===== config.mk =====
export PLATFORM = sky130hd
export DESIGN_NAME = acc_muldiv_ctrl
export DESIGN_NICKNAME = d
export VERILOG_FILES = /design/src/rtl/acc_muldiv_ctrl_pkg.sv /design/src/rtl/acc_muldiv_ctrl.sv
export SDC_FILE = /design/constraint.sdc
export NUM_CORES = 1
export LEC_CHECK = 0
export BUFFER_PORTS_ARGS = -buffer_cell sky130_fd_sc_hd__buf_2
export CORE_MARGIN = 5
export CORE_UTILIZATION = 38
export CTS_CLUSTER_SIZE = 24
export DETAILED_ROUTE_END_ITERATION = 8
export GPL_ROUTABILITY_DRIVEN = 0
export GPL_TIMING_DRIVEN = 0
export PLACE_DENSITY = 0.72
export SLEW_MARGIN = 20
export SYNTH_ARGS = -nofsm -noshare
export SYNTH_HDL_FRONTEND = slang
export SYNTH_SLANG_ARGS = --single-unit

===== constraint.sdc =====
create_clock -name clk -period 1.3 [get_ports clk]
set_clock_uncertainty 0.2 [all_clocks]
set_input_delay 0.065 -clock clk [delete_from_list [all_inputs] [get_ports clk]]
set_output_delay 0.065 -clock clk [all_outputs]
set_load 0.02 [all_outputs]

===== src/rtl/acc_muldiv_ctrl_pkg.sv =====
// Shared encodings for the accumulator multiply/divide sequencer:
// FSM states, accumulator half-select codes and operation codes.
package acc_muldiv_ctrl_pkg;

    localparam int DATA_W = 4;

    typedef enum logic [2:0] {
        IDLE    = 3'd0,
        CLEAR   = 3'd1,
        M_ADD   = 3'd2,
        M_SHIFT = 3'd3,
        D_SHIFT = 3'd4,
        D_SUB   = 3'd5,
        D_FIX   = 3'd6,
        DONE    = 3'd7
    } state_t;

    localparam logic [1:0] SEL_HOLD = 2'b00;
    localparam logic [1:0] SEL_SHR  = 2'b01;
    localparam logic [1:0] SEL_SHL  = 2'b10;
    localparam logic [1:0] SEL_LOAD = 2'b11;

    localparam logic OP_MUL = 1'b0;
    localparam logic OP_DIV = 1'b1;

endpackage


===== src/rtl/acc_muldiv_ctrl.sv =====
// Sequencer that drives an external accumulator (high/low halves) and ALU
// through 4-bit shift-add multiply and restoring divide.
module acc_muldiv_ctrl
    import acc_muldiv_ctrl_pkg::*;
(
    input  logic              clk,
    input  logic              reset_p,
    input  logic              start,
    input  logic              op,
    input  logic [DATA_W-1:0] operand_b,
    input  logic [DATA_W-1:0] acc_high_data2alu,
    input  logic [DATA_W-1:0] acc_low_data2alu,
    input  logic              alu_carry,
    output logic              alu_op_sub,
    output logic              acc_high_reset_p,
    output logic              fill_value,
    output logic              acc_in_select,
    output logic [1:0]        acc_high_select,
    output logic [1:0]        acc_low_select,
    output logic              busy,
    output logic              done,
    output logic              div_err,
    output logic [2:0]        state_dbg
);

    // Handshake: start is a one-cycle request taken only in IDLE (ignored while
    // busy); done pulses for exactly one cycle with div_err valid alongside it.

    state_t     state, state_n;
    logic [1:0] cnt;
    logic       carry_q;
    logic       q_pend;
    logic       op_q;
    logic       err_q;

    // The high half and upper low bits are consumed by the ALU, not here.
    logic unused_inputs;
    assign unused_inputs = ^{acc_high_data2alu, acc_low_data2alu[DATA_W-1:1]};

    assign state_dbg = state;

    always_ff @(posedge clk) begin
        if (reset_p) begin
            state   <= IDLE;
            cnt     <= 2'd0;
            carry_q <= 1'b0;
            q_pend  <= 1'b0;
            op_q    <= 1'b0;
            err_q   <= 1'b0;
        end else begin
            state <= state_n;
            case (state)
                IDLE: begin
                    if (start) begin
                        op_q  <= op;
                        err_q <= (op == OP_DIV) && (operand_b == '0);
                    end
                end
                CLEAR: begin
                    cnt     <= 2'd0;
                    carry_q <= 1'b0;
                    q_pend  <= 1'b0;
                end
                M_ADD:   carry_q <= acc_low_data2alu[0] & alu_carry;
                M_SHIFT: cnt <= cnt + 2'd1;
                D_SUB: begin
                    q_pend <= alu_carry;
                    cnt    <= cnt + 2'd1;
                end
                default: ;
            endcase
        end
    end

    always_comb begin
        state_n          = state;
        alu_op_sub       = 1'b0;
        acc_high_reset_p = 1'b0;
        fill_value       = 1'b0;
        acc_in_select    = 1'b0;
        acc_high_select  = SEL_HOLD;
        acc_low_select   = SEL_HOLD;
        busy             = 1'b1;
        done             = 1'b0;
        div_err          = 1'b0;
        case (state)
            IDLE: begin
                busy = 1'b0;
                if (start) begin
                    state_n = ((op == OP_DIV) && (operand_b == '0)) ? DONE : CLEAR;
                end
            end
            CLEAR: begin
                acc_high_reset_p = 1'b1;
                state_n          = (op_q == OP_DIV) ? D_SHIFT : M_ADD;
            end
            M_ADD: begin
                if (acc_low_data2alu[0]) begin
                    acc_high_select = SEL_LOAD;
                end
                state_n = M_SHIFT;
            end
            M_SHIFT: begin
                // carry_q becomes the new MSB so the 5-bit partial sum survives the shift
                acc_high_select = SEL_SHR;
                acc_low_select  = SEL_SHR;
                fill_value      = carry_q;
                state_n         = (cnt == 2'd3) ? DONE : M_ADD;
            end
            D_SHIFT: begin
                acc_high_select = SEL_SHL;
                acc_low_select  = SEL_SHL;
                fill_value      = q_pend;
                state_n         = D_SUB;
            end
            D_SUB: begin
                alu_op_sub = 1'b1;
                if (alu_carry) begin
                    acc_high_select = SEL_LOAD;
                end
                state_n = (cnt == 2'd3) ? D_FIX : D_SHIFT;
            end
            D_FIX: begin
                // last quotient bit enters low; the bit from the first shift falls out
                acc_low_select = SEL_SHL;
                fill_value     = q_pend;
                state_n        = DONE;
            end
            DONE: begin
                done    = 1'b1;
                div_err = err_q;
                state_n = IDLE;
            end
            default: state_n = IDLE;
        endcase
    end

endmodule

==> summary.md <==
| Metric | Value |
|---|---|
| Outcome | `finished, violations left` |
| Failing checks | `hold timing, setup timing` |
| N_diodes | `0` |
| CTS tree | `yes` |
| Worst-Skew Late Latency | `0.28 ns` |
| Layout fillers | `76` |
| Synth warn | `0` |
| CTS clk-pin slew, worst paths | `0.08 ns` |
| Post-synthesis net count | `90` |
| Setup crit end kind | `output pin` |
| First-pass GRT wire length | `3530 µm` |
| Tot GR Track Use | `0.190` |
| Design area | `0.00123 mm²` |
| Pwr dens | `788 mW/mm²` |
| Synth Register Bits | `9` |
| Setup-failing EPs final | `18` |
| Vias in the first global route | `763` |
| IO Port Bufs | `21` |
| Buf/Inv on CP | `2` |
| Slew Viols, Final | `0` |
| Minimum clock period | `1.57 ns` |
| Sequential area share after synthesis | `0.316` |
| Die ar. | `0.00237 mm²` |
| Overall power | `0.968 mW` |
| Die width | `48.7 µm` |
| Overflow after GRT | `0` |
| Routed length per instance | `16.7 µm` |
| RSZ-0062 raised after global routing | `true` |
| Placed cells | `109` |
| Initial core utilization | `0.387` |
| Post-synthesis cell area | `569 µm²` |
| Vias | `762` |
| Die height | `48.7 µm` |
| DRC | `0` |
| TritonCTS Buffers | `3` |
| Max_cap viols | `0` |
| DR pass1 iterations | `4` |
| Kind of critical path | `reg -> out` |
| Core Rows | `14` |
| Syn avg cell area | `7.91 µm²` |
| Arrival @ worst endpoint | `1.30 ns` |
| Detailed Route WL | `2290 µm` |
| Hold WS | `-0.123 ns` |
| Number of synthesized flops with an enable pin | `0` |
| Crit-path slowest cell | `dfxtp_4` |
| Htree depth | `1` |
| Initial antenna violation count | `0` |
| Synthesized instance count | `72` |
| P&R area growth vs syn | `116%` |
| Largest stage delay, worst path | `0.36 ns` |
| Setup WS post-layout | `-0.266 ns` |
| Distinct cells, synth | `33` |
| Nets | `140` |
| Initial drt markers | `4` |
| Largest net degree at the start of global routing | `9` |
| Crit path max-delay family | `flip-flops` |
| Final hold vios | `3` |
| Fraction of layout cells with a size suffix above 1 | `0.669` |
| Vias/cell | `5.56` |
| Worst-path fanout max | `5` |
| VDD IR max | `0.679 mV` |
| CP Launch Type | `flip-flop` |
| Most common cell in the synthesized netlist | `dfxtp_1` |
| Hold_buf cts | `5` |
| Footprint of the multi-input gates | `514 µm²` |
| Leakage | `0.517 nW` |
| Ys flop type | `dfxtp_1` |
| DRT antenna net count | `0` |
| Dpl cell area | `743 µm²` |
| Final TNS setup | `-2.33 ns` |
| Worst-path cell chain | `buf_8, and2b_2, a21oi_2, o21ai_2, buf_6` |
| Yosys top cell by area | `dfxtp_1` |
| Top cell type's share of synthesized area | `0.316` |
| CTS sink count | `9` |
| Dpl hpwl | `1060 µm` |
| Max clock buf depth | `2` |
| Top cells by area, synth | `dfxtp_1, a21oi_1, buf_4` |
| Critical path required time | `1.03 ns` |
| Placeable Area | `0.00147 mm²` |
| Fin cells | `137` |
| Fin crit share | `1.20` |
| Root Buffer | `clkbuf_4` |
| Synth cell count leaders | `dfxtp_1, a21oi_1, nor2_1, nand2_1` |
| Seq. cell area | `191 µm²` |
| Worst hold path type | `in -> reg` |
| FFs w/ async S/R, synth | `0` |
| Max Freq | `0.639 GHz` |
| Ports | `31` |
registers in the layout (all words and copies together) (netlist names):
name and count:
cnt 2, carry_q 1, op_q 1, err_q 1
q_pend 1, state_dbg 3
per-stage QoR:
| stage | setup slack, ns | util |
|---|---|---|
| 2_1_floorplan | -0.0433 | - |
| 3_3_place_gp | -0.0535 | 0.505 |
| 3_5_place_dp | -0.0821 | 0.505 |
| 4_1_cts | -0.255 | 0.746 |
| 5_1_grt | -0.305 | 0.834 |
| 6_report | -0.266 | 0.834 |
cells by family after synthesis:
logic type | after synthesis | synth area share
AO/OA/AOI/OAI | 22 | 0.244
XOR/XNOR | 1 | 0.0154
adder cells (fa/ha/maj) | 1 | 0.0220
buffers and inverters | 8 | 0.0791
flip-flops | 9 | 0.316
multiplexers | 1 | 0.0176
other | 1 | 0.00659
AND/OR/NAND/NOR | 29 | 0.299
final timing paths:
kind / from / end / slack [ns] / cells after the start
setup / recovery: state_dbg[1] / acc_high_select[0] / -0.27 / 5
hold / removal: operand_b[1] / err_q / -0.12 / 4
setup reg to reg: state_dbg[1] / op_q / -0.16 / 4
hold reg to reg: err_q / err_q / 0.28 / 2
layer usage:
metal	wire [µm]	global-route usage	part of all wire	vias up
li1	-	-	-	353
met1	969	0.216	0.42	364
met2	1110	0.324	0.48	35
met3	131	0.0399	0.057	10
met4	79	0.108	0.034	0
met5	0	0	0	-
tightest hold or removal path, stage by stage:
cell and delay, ns:
buf_2 0.08, nor4_2 0.04, nand3_1 0.07, a21oi_1 0.05
layout by cell type, fill, tap and decap left out, types with 2 or more instances in the layout:
cell	synthesis	layout
a21oi_2	0	5
buf_4	4	13
clkbuf_4	0	3
nor2_1	7	2
buf_2	0	11
o21ai_1	2	2
a21oi_1	8	3
dfxtp_1	9	6
a21bo_1	2	2
dlygate4sd3_1	0	5
inv_2	2	2
buf_6	0	16
dfxtp_4	0	3
nand2_1	5	4
buf_8	0	3
a32oi_1	2	2
nor2_4	0	5
o21ai_2	0	3
final cells by class:
cell class,instances,share of cell area
Multi-Input combinational cell,55,0.419
Timing Repair Buffer,45,0.318
Sequential cell,9,0.156
Buffer,5,0.0499
Clock buffer,4,0.0214
Inverter,3,0.0194
Tap cell,16,0.0163
repair_timing:
action | 4_1_cts | 5_1_grt
pin swaps | 8 | 12
gates resized for setup | 43 | 27
buffers inserted | 16 | 5
endpoints found under the hold margin | 9 | 3
endpoints found under the setup margin | 13 | 19
report_power, final:
group,internal [mW],total (mW),switching (mW)
combinational,0.213,0.419,0.207
clock,0.119,0.247,0.128
sequential,0.287,0.302,0.0145
total,0.619,0.968,0.349
Note: power is estimated with default switching activity, not from simulation.
